`src/rtl/round_robin_dispatcher_if.sv`:
```
// round_robin_dispatcher_if: input stream plus per-lane output bundle for round_robin_dispatcher
interface round_robin_dispatcher_if #(
  parameter int NUM_OUT    = 4,
  parameter int DATA_WIDTH = 64
);
  localparam int IW = $clog2(NUM_OUT);
  logic                  flush_i;
  logic [NUM_OUT-1:0]    enable_i;
  logic [DATA_WIDTH-1:0] data_i;
  logic                  valid_i;
  logic                  ready_o;
  logic [DATA_WIDTH-1:0] data_o;
  logic [NUM_OUT-1:0]    valid_o;
  logic [NUM_OUT-1:0]    ready_i;
  logic [IW-1:0]         index_o;
  modport slave (
    input  flush_i, enable_i, data_i, valid_i, ready_i,
    output ready_o, data_o, valid_o, index_o
  );
  modport master (
    output flush_i, enable_i, data_i, valid_i, ready_i,
    input  ready_o, data_o, valid_o, index_o
  );
endinterface

```
`src/rtl/round_robin_dispatcher.sv`:
```
// round_robin_dispatcher: one-entry holding stage that hands each item to the next enabled lane in rotation
module round_robin_dispatcher #(
  parameter int NUM_OUT    = 4,
  parameter int DATA_WIDTH = 64
) (
  input  logic                    clk_i,
  input  logic                    arst_ni,
  round_robin_dispatcher_if.slave bus
);
  localparam int IW = $clog2(NUM_OUT);
  typedef enum logic {EMPTY, OFFER} state_e;
  state_e                r_state;
  state_e                w_state_nxt;
  logic [DATA_WIDTH-1:0] r_data;
  logic [IW-1:0]         r_target;
  logic [IW-1:0]         r_ptr;
  logic                  w_full;
  logic                  w_out_fire;
  logic                  w_in_ready;
  logic                  w_in_fire;
  logic [IW-1:0]         w_tgt_inc;
  logic [IW-1:0]         w_p_eff;
  logic [IW-1:0]         w_sel;
  // Scan downward so the last hit is the first enabled lane at or after p.
  function automatic logic [IW-1:0] sel(input logic [IW-1:0] p, input logic [NUM_OUT-1:0] en);
    logic [IW-1:0] r;
    logic [IW-1:0] c;
    int            i;
    r = p;
    for (int k = NUM_OUT - 1; k >= 0; k--) begin
      i = int'(p) + k;
      i = (i >= NUM_OUT) ? i - NUM_OUT : i;
      c = IW'(i);
      r = en[c] ? c : r;
    end
    return r;
  endfunction
  always_comb begin
    w_full      = (r_state == OFFER);
    w_out_fire  = w_full & bus.ready_i[r_target];
    w_in_ready  = (|bus.enable_i) & (~w_full | w_out_fire) & ~bus.flush_i;
    w_in_fire   = bus.valid_i & w_in_ready;
    w_tgt_inc   = (r_target == IW'(NUM_OUT - 1)) ? '0 : r_target + 1'b1;
    w_p_eff     = w_out_fire ? w_tgt_inc : r_ptr;
    w_sel       = sel(w_p_eff, bus.enable_i);
    w_state_nxt = bus.flush_i ? EMPTY : w_in_fire ? OFFER : w_out_fire ? EMPTY : r_state;
    bus.ready_o = w_in_ready;
    bus.valid_o = w_full ? (NUM_OUT'(1) << r_target) : '0;
    bus.data_o  = r_data;
    bus.index_o = r_target;
  end
  always_ff @(posedge clk_i or negedge arst_ni) begin
    if (!arst_ni) r_state <= EMPTY;
    else          r_state <= w_state_nxt;
  end
  always_ff @(posedge clk_i or negedge arst_ni) begin
    if (!arst_ni) begin
      r_data   <= '0;
      r_target <= '0;
      r_ptr    <= '0;
    end else begin
      if (w_out_fire) r_ptr <= w_tgt_inc;
      if (w_in_fire) begin
        r_data   <= bus.data_i;
        r_target <= w_sel;
      end
    end
  end
endmodule

```
`src/flat_wrapper.sv`:
```
// flat-port wrapper written by rule: the top's interface ports become plain ports
module round_robin_dispatcher_flat 
#(
  parameter int NUM_OUT    = 4,
  parameter int DATA_WIDTH = 64
)
  (clk_i, arst_ni, bus_flush_i, bus_enable_i, bus_data_i, bus_valid_i, bus_ready_i, bus_ready_o, bus_data_o, bus_valid_o, bus_index_o);
  round_robin_dispatcher_if #(.NUM_OUT(NUM_OUT), .DATA_WIDTH(DATA_WIDTH)) bus_i ();
  input  logic clk_i;
  input  logic arst_ni;
  input wire logic [$bits(bus_i.flush_i)-1:0] bus_flush_i;
  input wire logic [$bits(bus_i.enable_i)-1:0] bus_enable_i;
  input wire logic [$bits(bus_i.data_i)-1:0] bus_data_i;
  input wire logic [$bits(bus_i.valid_i)-1:0] bus_valid_i;
  input wire logic [$bits(bus_i.ready_i)-1:0] bus_ready_i;
  output wire logic [$bits(bus_i.ready_o)-1:0] bus_ready_o;
  output wire logic [$bits(bus_i.data_o)-1:0] bus_data_o;
  output wire logic [$bits(bus_i.valid_o)-1:0] bus_valid_o;
  output wire logic [$bits(bus_i.index_o)-1:0] bus_index_o;
  assign bus_i.flush_i = bus_flush_i;
  assign bus_i.enable_i = bus_enable_i;
  assign bus_i.data_i = bus_data_i;
  assign bus_i.valid_i = bus_valid_i;
  assign bus_i.ready_i = bus_ready_i;
  assign bus_ready_o = bus_i.ready_o;
  assign bus_data_o = bus_i.data_o;
  assign bus_valid_o = bus_i.valid_o;
  assign bus_index_o = bus_i.index_o;
  round_robin_dispatcher #(.NUM_OUT(NUM_OUT), .DATA_WIDTH(DATA_WIDTH)) u_core (.clk_i(clk_i), .arst_ni(arst_ni), .bus(bus_i));
endmodule
```
`config.mk`:
```
export PLATFORM = sky130hd
export DESIGN_NAME = round_robin_dispatcher_flat
export DESIGN_NICKNAME = d
export VERILOG_FILES = /design/src/rtl/round_robin_dispatcher_if.sv /design/src/rtl/round_robin_dispatcher.sv /design/src/flat_wrapper.sv
export SDC_FILE = /design/constraint.sdc
export NUM_CORES = 1
export LEC_CHECK = 0
export ABC_AREA = 1
export ABC_CLOCK_PERIOD_IN_PS = 2000
export BUFFER_PORTS_ARGS = -buffer_cell sky130_fd_sc_hd__buf_2
export CORE_ASPECT_RATIO = 2
export CORE_MARGIN = 2
export CORE_UTILIZATION = 35
export CTS_CLUSTER_DIAMETER = 150
export CTS_CLUSTER_SIZE = 14
export DETAILED_ROUTE_END_ITERATION = 8
export PLACE_DENSITY_LB_ADDON = 0.2
export SETUP_SLACK_MARGIN = 0.5
export SYNTH_ARGS = -nofsm -noshare
export SYNTH_HDL_FRONTEND = slang
export SYNTH_SLANG_ARGS = --single-unit
```
`constraint.sdc`:
```
create_clock -name clk_i -period 2 [get_ports clk_i]
set_input_delay 0.2 -clock clk_i [delete_from_list [all_inputs] [get_ports clk_i]]
set_output_delay 0.2 -clock clk_i [all_outputs]
set_load 0.02 [all_outputs]
```
==> results by group, run 1 <==
Pwr
  • Power Density: 1430 mW/mm^2
  • Static leakage power: 2.74 nW
  • Worst vdd ir: 0.588 mV

Clock network
  • Clock Sink Count: 69
  • Worst skew pair latency: 0.33 ns
  • Clock Path Buffers: 2
  • Clk slew on worst S/H paths: 0.06 ns
  • CTS root buf: clkbuf_16
  • H-Tree Depth: 3
  • CTS Buf Count: 9
  • TritonCTS clock tree: done

Timing
  • Count of final setup violators: 0
  • Slew @ Worst Pin: 0.413 ns
  • Minimum clock period: 1.79 ns
  • Tcrit/Tclk final: 0.896
  • Final hold vios: 0
  • Hold Slack: 0.0661 ns
  • Skew final: 0.00863 ns
  • Setup_tns: 0 ns
  • Max Transition Viols Final: 0
  • Slew HR: 0.725
  • RSZ-0062 raised after global routing: true
  • Achievable frequency: 558 MHz

Critical path
  • CP arrival: 2.00 ns
  • Kind of critical path: flip-flop to flip-flop
  • Slowest-stage cell, CP: dfrtp_2
  • Most frequent CP cell: nand2_1
  • CP bufs+invs: 2
  • Crit-path max cell delay: 0.46 ns
  • Crit-path cells: inv_4 > nand2_2 > nand3_4 > nand3_4 > nand2_4 > nand2_4 > nand2_2 > nand2_4 > nand2_1 > nand2_1 > inv_1 > nand2_2 > nand2_1 > nand2_1 > nand3_1 > nand2_1
  • Worst-path fanout max: 8
  • Critical Path RT: 2.21 ns
  • CP delay by family, top: simple AND/OR/NAND/NOR gates
  • Worst setup path start: u_core.bus.index_o[0]
  • RR Startpoint: u_core.bus.index_o[0]
  • CP Launch Type: flip-flop
  • Setup crit end kind: flip-flop

Drt
  • DR WL/cell: 14.3 um
  • DR DRC count: 0
  • Vias: 2952
  • Drt total wl: 9190 um
  • DR iter-0 viols: 120
  • Post-DRT Antenna Nets: 0
  • DR pass1 iterations: 4
  • Vias per cell: 4.58

Placement
  • Dpl cells: 611
  • Placer congestion estimate: 0.830
  • Dpl hpwl: 6210 um
  • PortBufs: 146

Global routing
  • Vias in the first global route: 3021
  • Global-route wire length before repair: 14100 um
  • Gr usage total: 0.190
  • Largest net degree at the start of global routing: 70
  • Total grt overflow: 0
  • Initial antenna violation count: 0

Floorplan
  • Chip height: 137 um
  • # IOs: 147
  • Die area: 0.00967 mm^2
  • Row count: 48
  • Initial Util: 0.358
  • Area of the core: 0.00865 mm^2
  • Die W: 70.5 um

Logic synthesis
  • Yosys top cell by area: dfrtp_1
  • Syn Inst Count: 375
  • Largest family of logic cells by synthesized area: simple AND/OR/NAND/NOR gates
  • Synth area leaders: dfrtp_1 (56%), nand2_1 (27%), nand2_2 (3.4%), inv_1 (1.9%), nand2_4 (1.8%)
  • Post-synthesis simple-gate area fraction: 0.371
  • FF+latch count, synth: 69
  • Net Count, Synth: 455
  • Post-synthesis xor/xnor area fraction: 0
  • Mapped Area: 0.00310 mm^2
  • Seq/Total Area, Yosys: 0.557
  • Synth Area in Compound Gates: 0.00606
  • Library cells used by synthesis: 21
  • Post-synthesis mux area share: 0
  • Post-synth top area share: 0.557
  • Synth warn: 0
  • Synth Area in Adders: 0.0161
  • Synthesized area per cell: 8.26 um^2

Finish
  • Final nets: 620
  • Share of cells above drive strength 1: 0.415
  • Final cell count without fillers: 645
  • N_diodes: 0
  • Area Overhead vs Synth: 50.0%

Min path
  • HP Class: input port to flip-flop
  • Hold_sp: bus_data_i[55]

Job
  • Max Cap Viol: 0

Status
  • Outcome: complete, no violations
==> stage by stage <==
step                      worst slack [ns]  power [mW]  area (um^2)  utilization
after global routing                0.0513        7.05         4650        0.537
final                                0.209        6.64         4650        0.537
after CTS                            0.222        6.57         4550        0.526
after detailed placement             0.199        4.60         3980        0.460
after global placement               0.237        4.55         3980        0.460
after floorplan                      0.298        3.80         3190            -
==> where the power goes <==
| group | switching, mW | leakage, nW | total, mW | internal, mW |
|---|---|---|---|---|
| registers | 0.270 | 0.852 | 2.08 | 1.80 |
| logic | 1.74 | 1.73 | 2.85 | 1.12 |
| clock network | 0.583 | 0.152 | 1.71 | 1.13 |
==> worst min-delay path: cells and delay by family <==
family,cells,cell delay [ns]
buf+inv,1,0.07
simple gates,2,0.08
==> layout by cell type, fill, tap and decap left out, drive strengths merged <==
cell type and n:
nand2 244, buf 164, dfrtp 69, inv 20
clkbuf 12, nand3 12, nand4 4, ha 4
bufbuf 3, bufinv 2, clkinvlp 2, nor2 2
and2 2, a41oi 1, o21ai 1, a21oi 1
clkinv 1, dlygate4sd3 1
==> final cells by class <==
| class | count | area [um^2] |
|---|---|---|
| inverter | 20 | 87.6 |
| timing repair buffer | 169 | 1100 |
| multi-input combinational | 271 | 1280 |
| sequential | 69 | 1730 |
| clock inverter | 5 | 83.8 |
| fill | 833 | 4000 |
| clock buffer | 11 | 243 |
| tap | 100 | 125 |
==> synthesized netlist by cell type (all sizes together) <==
cell      n
buf      11
o21ai     1
nor2      2
clkbuf    4
nand3    12
inv      20
a21oi     1
nand2   244
dfrtp    69
ha        4
nand4     4
and2      2
a41oi     1
==> cells by family (layout without fill, tap and decap cells) <==
logic type,Yosys count,count (layout)
AO/OA/AOI/OAI,3,3
AND/OR/NAND/NOR,264,264
adder cells (fa/ha/maj),4,4
buffers and inverters,35,205
flip-flops,69,69
==> state kept, by name, summed over array words and instances (netlist names) <==
signal	cells
u_core.r_state	1
u_core.bus.index_o	2
u_core.bus.data_o	64
u_core.r_ptr	2
==> metal layers <==
| metal | track usage | share of wire | vias to the layer above |
|---|---|---|---|
| met4 | 0.103 | 0.031 | 0 |
| li1 | - | - | 1458 |
| met3 | 0.0376 | 0.046 | 18 |
| met5 | 0 | 0 | - |
| met2 | 0.355 | 0.56 | 98 |
| met1 | 0.194 | 0.36 | 1378 |
==> final timing paths <==
kind                                    endpoint  slack, ns  depth (start not counted)
max                        u_core.bus.index_o[0]       0.21                         16
min                        u_core.bus.data_o[55]       0.07                          3
max reg2reg                u_core.bus.index_o[0]       0.21                         16
min reg2reg                u_core.bus.data_o[60]       0.47                          2
max in group asynchronous  u_core.bus.data_o[12]       1.28                          3
min in group asynchronous  u_core.bus.data_o[17]       0.41                          3
==> repair_timing <==
item / in CTS / in global routing
endpoints found under the hold margin: 69 / 0
cloned: 4 / 1
buffers inserted: 7 / 5
resized for setup: 16 / 10
pin swaps: 2 / 1
hold buffers: 1 / 0
endpoints found under the setup margin: 71 / 72
(Power assumes the default switching activity.)
==> run 2: changes to the inputs <==
--- a/config.mk
+++ b/config.mk
@@ -6,11 +6,12 @@
 export NUM_CORES = 1
 export LEC_CHECK = 0
 export ABC_AREA = 1
-export ABC_CLOCK_PERIOD_IN_PS = 2000
+export ABC_CLOCK_PERIOD_IN_PS = 1900
 export BUFFER_PORTS_ARGS = -buffer_cell sky130_fd_sc_hd__buf_2
 export CORE_ASPECT_RATIO = 2
 export CORE_MARGIN = 2
 export CORE_UTILIZATION = 35
+export CTS_BUF_LIST = sky130_fd_sc_hd__clkbuf_8
 export CTS_CLUSTER_DIAMETER = 150
 export CTS_CLUSTER_SIZE = 14
 export DETAILED_ROUTE_END_ITERATION = 8
==> constraint.sdc (replaced) <==
create_clock -name clk_i -period 1.9 [get_ports clk_i]
set_input_delay 0.19 -clock clk_i [delete_from_list [all_inputs] [get_ports clk_i]]
set_output_delay 0.19 -clock clk_i [all_outputs]
set_load 0.02 [all_outputs]
==> run 2 against run 1 <==
Worst hold slack worse by 0.020 ns. Register-to-register slack worse by 0.09 ns. Setup slack got worse by 0.093 ns. Die area is the same. Maximum frequency grew 0.38%. Non-clock buffer count fell by 10. Via count decreased by 1.8%. Flip-flop and latch count stayed put. Final cell count decreased by 1.6%. Clock power is 22% lower. Critical endpoint unchanged.
==> results by group, run 2 (synthesis gave the netlist of run 1 again) <==
Drt
  • Drt total wl: 8740 um (-4.9%)
  • DR WL/cell: 13.8 um (-3.4%)
  • DR iter-0 viols: 128 (+6.7%)
  • Vias per cell: 4.57 (-0.21%)
  • DR DRC count: 0 (unchanged)
  • Vias: 2900 (-1.8%)
  • Post-DRT Antenna Nets: 0 (unchanged)
  • DR pass1 iterations: 4 (unchanged)

Global routing
  • Met2 Use GR: 0.345 (-0.0105)
  • GRT busiest layer: met2
  • Vias in the first global route: 2976 (-1.5%)
  • M1 GR Usage: 0.196 (+0.00173)
  • M3 GR Usage: 0.0353 (-0.00221)
  • Largest net degree at the start of global routing: 44 (-37%)
  • Gr usage total: 0.186 (-0.00451)
  • Total grt overflow: 0 (unchanged)
  • Initial antenna violation count: 0 (unchanged)
  • Global-route wire length before repair: 13900 um (-1.3%)

Finish
  • Area Overhead vs Synth: 40.9%
  • N_diodes: 0 (unchanged)
  • Multi-input logic area: 0.00129 mm^2 (+1.1%)
  • Fillers: 861 (+3.4%)
  • Post-layout instance area: 0.00437 mm^2 (-6.1%)
  • Commonest non-fill, non-tap cells in the layout: nand2_1 (217), buf_2 (143), dfrtp_1 (66), nand2_2 (19), inv_1 (17)
  • Max FFs per register: 64 (unchanged)
  • Register Area: 0.00173 mm^2 (about the same)
  • Share of cells above drive strength 1: 0.404 (-0.0109)
  • Most common cell after layout, fill and taps aside: nand2_1
  • Final nets: 610 (-1.6%)

Timing
  • RSZ-0062 raised after global routing: true
  • Hold Slack: 0.0463 ns (-0.0198 ns)
  • Worst Slack Setup Final: 0.115 ns (-0.0931 ns)
  • Achievable frequency: 560 MHz (+0.38%)
  • Minimum clock period: 1.78 ns (-0.00686 ns)
  • Setup_tns: 0 ns (unchanged)
  • Final hold vios: 0 (unchanged)
  • Max Transition Viols Final: 0 (unchanged)
  • Slew @ Worst Pin: 0.548 ns (+0.135 ns)
  • Slew HR: 0.635 (-0.0901)
  • Skew final: 0.00959 ns (+0.000965 ns)
  • Count of final setup violators: 0 (unchanged)
  • Tcrit/Tclk final: 0.939 (+0.0435)

Placement
  • PortBufs: 146 (unchanged)
  • Pre-CTS setup slack: 0.0616 ns (-0.137 ns)
  • Area after DPL: 0.00396 mm^2 (-0.44%)
  • Dpl hpwl: 6360 um (+2.4%)
  • Placer congestion estimate: 0.763 (-8.1%)

Critical path
  • Setup crit end kind: flip-flop
  • Critical Path RT: 2.12 ns (-0.09 ns)
  • Kind of critical path: flip-flop to flip-flop
  • Worst-path fanout max: 8 (unchanged)
  • CP arrival: 2.00 ns (about the same)
  • CP Launch Type: flip-flop

Floorplan
  • Chip height: 137 um (unchanged)
  • # IOs: 147 (unchanged)
  • Die W: 70.5 um (unchanged)
  • Die area: 0.00967 mm^2 (unchanged)
  • Initial Util: 0.358 (unchanged)
  • Area of the core: 0.00865 mm^2 (unchanged)
  • Row count: 48 (unchanged)

Pwr
  • Static leakage power: 2.59 nW (-5.3%)
  • Worst vdd ir: 0.688 mV (+17%)
  • Power Density: 1460 mW/mm^2 (+2.2%)

Clock network
  • H-Tree Depth: 3 (unchanged)
  • CTS root buf: clkbuf_8
  • Clock Path Buffers: 2 (unchanged)
  • Worst skew pair latency: 0.33 ns (about the same)
  • Clock Sink Count: 69 (unchanged)
  • Clk slew on worst S/H paths: 0.08 ns (+0.02 ns)
  • CTS Buf Count: 9 (unchanged)
  • TritonCTS clock tree: done

Job
  • Max Cap Viol: 0 (unchanged)

Min path
  • HP Class: input port to flip-flop

Status
  • Outcome: complete, no violations
run 2: cell count changes in the layout (fill, tap and decap cells not counted), sizes merged:
cell      previous run  this run
clkinv               1         0
clkinvlp             2         1
buf                164       158
inv                 20        22
clkbuf              12        11
bufbuf               3         0
run 2: timing repair:
item,4_1_cts,5_1_grt
cloned,1,0
setup buffers,4,1
hold endpoints to repair,69,0
endpoints found under the setup margin,72,72
hold buffers,1,0
pin swaps,12,3
gates resized for setup,24,4
run 2: stage by stage:
stage,instances,power [mW],util
floorplan,375,4.00,-
global placement,612,4.77,0.458
detailed placement,612,4.82,0.458
CTS,634,6.42,0.503
global route,635,6.83,0.505
finish,635,6.37,0.505
run 2: final cells by class:
type,count,share of cell area
inverters,20,0.0201
clock buffers,11,0.0347
repair buffers,159,0.207
well taps,100,0.0287
flip-flops and latches,69,0.396
multi-input cells,271,0.296
clock inverters,5,0.0172
run 2: path summary, 6_finish.rpt:
path / startpoint / to / slack [ns] / depth (start not counted)
worst max-delay path: u_core.bus.index_o[0] / u_core.bus.index_o[0] / 0.12 / 13
worst min-delay path: bus_data_i[56] / u_core.bus.data_o[56] / 0.05 / 3
worst max register to register: u_core.bus.index_o[0] / u_core.bus.index_o[0] / 0.12 / 13
worst min register to register: u_core.bus.data_o[11] / u_core.bus.data_o[11] / 0.47 / 2
max in group asynchronous: arst_ni / u_core.bus.data_o[51] / 1.05 / 3
min in group asynchronous: arst_ni / u_core.bus.data_o[61] / 0.39 / 3
run 2: per-layer routing:
layer	up-vias	wire length, um
li1	1438	-
met1	1341	3240
met2	104	4860
met3	17	404
met4	0	241
met5	-	0
run 2: worst max-delay path, stage by stage (launching register included):
cell and delay, ns:
dfrtp_2 0.46, ha_2 0.22, nor2_4 0.12, nand4_4 0.14, nand2_8 0.15, nand2_2 0.06
nand2_2 0.08, nand2_2 0.06, nand2_1 0.06, nand2_1 0.05, nand2_2 0.06, nand3_1 0.06
nand3_1 0.09, nand2_1 0.05
run 2: report_power, final:
part           internal [mW]  total (mW)  switching [mW]
Sequential              1.90        2.18           0.285
Clock                  0.802        1.34           0.540
Combinational           1.04        2.85            1.81
Total                   3.74        6.37            2.63
==> run 3: changes to the inputs <==
==> constraint.sdc (replaced) <==
create_clock -name clk_i -period 1.9 [get_ports clk_i]
set_input_delay 0.095 -clock clk_i [delete_from_list [all_inputs] [get_ports clk_i]]
set_output_delay 0.095 -clock clk_i [all_outputs]
set_load 0.02 [all_outputs]
==> run 3 against run 2 <==
Clock skew increased by 0.0012 ns. Critical endpoint is now u_core.bus.index_o[1]. Maximum frequency decreased by 9.6%. Final cell count increased by 13%. Sequential share of layout area decreased by 8.0 points. Non-clock buffer count increased by 84. Flip-flop and latch count unchanged. The flow now finishes with violations (negative setup slack). Count of clock-buffer cells in the layout decreased by 2. Register-to-register slack got worse by 0.19 ns. Die area unchanged. First-iteration DRC count increased by 35%. Final area increased by 25%.
==> results by group, run 3 (synthesis gave the netlist of run 1 again) <==
Status
  • Outcome: finished, violations left
  • Violated checks: negative setup slack

Placement
  • Dpl hpwl: 6320 um (-0.66%)
  • PortBufs: 146 (unchanged)
  • Placer congestion estimate: 0.747 (-2.0%)

Drt
  • DR WL/cell: 15.6 um (+13%)
  • Drt total wl: 11200 um (+28%)
  • Vias per cell: 4.68 (+2.5%)
  • DR pass1 iterations: 6 (+2)
  • Post-DRT Antenna Nets: 0 (unchanged)
  • DR iter-0 viols: 173 (+35%)
  • DR DRC count: 0 (unchanged)
  • Vias: 3372 (+16%)

Timing
  • Skew final: 0.0108 ns (+0.00123 ns)
  • Slew HR: 0.563 (-0.0713)
  • Minimum clock period: 1.97 ns (+0.189 ns)
  • Tcrit/Tclk final: 1.04 (+0.0996)
  • Max Transition Viols Final: 0 (unchanged)
  • RSZ-0062 raised after global routing: true
  • Final hold vios: 0 (unchanged)
  • Achievable frequency: 507 MHz (-9.6%)
  • Worst Slack Setup Final: -0.0738 ns (-0.189 ns)
  • Hold Slack: 0.277 ns (+0.230 ns)
  • Slew @ Worst Pin: 0.655 ns (+0.107 ns)
  • Count of final setup violators: 2 (+2)

Min path
  • Hold Path Cell Cnt: 4 (+1)
  • HP Class: input port to flip-flop
  • Hold Path End: u_core.r_state
  • Hold_sp: bus_valid_i

Global routing
  • Initial antenna violation count: 0 (unchanged)
  • Largest net degree at the start of global routing: 45 (+2.3%)
  • Global-route wire length before repair: 15200 um (+9.8%)
  • Total grt overflow: 0 (unchanged)
  • Gr usage total: 0.203 (+0.0176)
  • Vias in the first global route: 3339 (+12%)

Finish
  • Fillers: 713 (-17%)
  • Area Overhead vs Synth: 76.3%
  • Commonest non-fill, non-tap cells in the layout: nand2_1 (213), buf_2 (142), dfrtp_1 (67), dlygate4sd3_1 (66)
  • Max FFs per register: 64 (unchanged)
  • N_diodes: 0 (unchanged)
  • Fin util: 0.632 (+0.127)
  • Most common cell after layout, fill and taps aside: nand2_1
  • Share of cells above drive strength 1: 0.392 (-0.0118)
  • Final nets: 695 (+14%)

Clock network
  • H-Tree Depth: 3 (unchanged)
  • Clk slew on worst S/H paths: 0.08 ns (about the same)
  • Worst skew pair latency: 0.35 ns (+0.02 ns)
  • Clock Sink Count: 69 (unchanged)
  • CTS Buf Count: 9 (unchanged)
  • CTS root buf: clkbuf_8
  • Clock Path Buffers: 2 (unchanged)
  • TritonCTS clock tree: done

Critical path
  • Crit Reg-Reg Endpoint: u_core.bus.index_o[1]
  • Kind of critical path: flip-flop to flip-flop
  • RR Startpoint: u_core.bus.index_o[0]
  • CP arrival: 2.21 ns (+0.21 ns)
  • R2R depth: 12 (-1)
  • Worst-path fanout max: 7 (-1)
  • CP Launch Type: flip-flop
  • R2r setup slk: -0.07 ns (-0.19 ns)
  • Critical Path RT: 2.13 ns (about the same)
  • Setup crit end kind: flip-flop

Pwr
  • Switch share: 0.416 (+0.00323)
  • Sequential Power Share: 0.308 (-0.034)
  • Comb power frac: 0.490 (+0.043)
  • Total power: 7.13 mW (+12%)
  • Switch Pwr: 2.96 mW (+13%)
  • Proportion of power drawn by the clock network: 0.202 (-0.009)
  • Worst vdd ir: 0.795 mV (+15%)
  • Power Density: 1300 mW/mm^2 (-11%)
  • Static leakage power: 3.08 nW (+19%)
  • Power Internal: 4.16 mW (+11%)

Floorplan
  • Die W: 70.5 um (unchanged)
  • # IOs: 147 (unchanged)
  • Row count: 48 (unchanged)
  • Area of the core: 0.00865 mm^2 (unchanged)
  • Chip height: 137 um (unchanged)
  • Die area: 0.00967 mm^2 (unchanged)
  • Initial Util: 0.358 (unchanged)

Job
  • Max Cap Viol: 0 (unchanged)
[run 3: changes by cell type in the layout (fill, tap and decap cells not counted), moves of 4 or more]
| cell | before | now |
|---|---|---|
| clkbuf_16 | 0 | 6 |
| buf_12 | 2 | 8 |
| nand2_2 | 19 | 13 |
| nand2_4 | 7 | 16 |
| buf_4 | 7 | 12 |
| dlygate4sd3_1 | 1 | 66 |
| nand2_1 | 217 | 213 |
[run 3: power by group through the flow]
| stage | combinational, mW | clock [mW] | sequential [mW] |
|---|---|---|---|
| finish | 3.49 | 1.44 | 2.20 |
| detailed placement | 2.63 | 0 | 2.20 |
| global placement | 2.58 | 0 | 2.20 |
| CTS | 2.96 | 1.48 | 2.18 |
| global route | 3.78 | 1.52 | 2.24 |
| floorplan | 1.32 | 0 | 2.67 |
[run 3: worst max-delay path by stage]
| stage | from | to | slack (ns) | cells after the start |
|---|---|---|---|---|
| detailed placement | u_core.bus.index_o[0] | u_core.bus.index_o[0] | 0.07 | 13 |
| floorplan | u_core.bus.index_o[0] | u_core.bus.index_o[0] | 0.20 | 13 |
| finish | u_core.bus.index_o[0] | u_core.bus.index_o[1] | -0.07 | 12 |
| global route | u_core.bus.index_o[0] | u_core.bus.index_o[0] | -0.17 | 14 |
| CTS | u_core.bus.index_o[0] | u_core.bus.index_o[0] | 0.1 | 14 |
| global placement | u_core.bus.index_o[0] | u_core.bus.index_o[0] | 0.12 | 13 |
[run 3: stage by stage]
step	area (um^2)	cells	worst slack [ns]	setup TNS [ns]
floorplan	3190	375	0.198	0
global placement	3980	611	0.122	0
detailed placement	3980	611	0.0700	0
CTS	5020	699	0.0957	0
global route	5470	720	-0.175	-4.07
finish	5470	720	-0.0738	-0.121
[run 3: cell type report]
cell class                      instances  area, um^2  share of cell area
Timing Repair inverter                  1        8.76             0.00160
Multi-Input combinational cell        271        1370               0.251
Inverter                               20        95.1              0.0174
Clock buffer                            9         124              0.0227
Timing Repair Buffer                  243        1900               0.347
Clock inverter                          7         115              0.0211
Sequential cell                        69        1730               0.316
Tap cell                              100         125              0.0229
[run 3: metal layers]
| layer | global-route usage | routed length (um) | up-vias |
|---|---|---|---|
| met5 | 0 | 0 | - |
| met4 | 0.116 | 465 | 0 |
| met1 | 0.209 | 3970 | 1580 |
| met3 | 0.0457 | 496 | 34 |
| li1 | - | - | 1618 |
| met2 | 0.372 | 6280 | 140 |
[run 3: critical path, cell delays in order, from the launching register on]
cell	delay (ns)
dfrtp_2	0.45
clkinv_4	0.11
ha_4	0.28
nand4_1	0.20
nand2_4	0.18
nand2_2	0.08
nand2_4	0.08
nand2_2	0.06
buf_4	0.13
nand3_1	0.08
nand2_1	0.06
a21oi_2	0.11
nor2_1	0.05
[run 3: repair_timing]
item | in CTS | in global routing
pin swaps | 1 | 19
hold buffers | 66 | 0
gates resized for setup | 16 | 36
endpoints found under the hold margin | 90 | 0
gates cloned | 1 | 10
endpoints found under the setup margin | 72 | 72
buffers inserted | 5 | 11
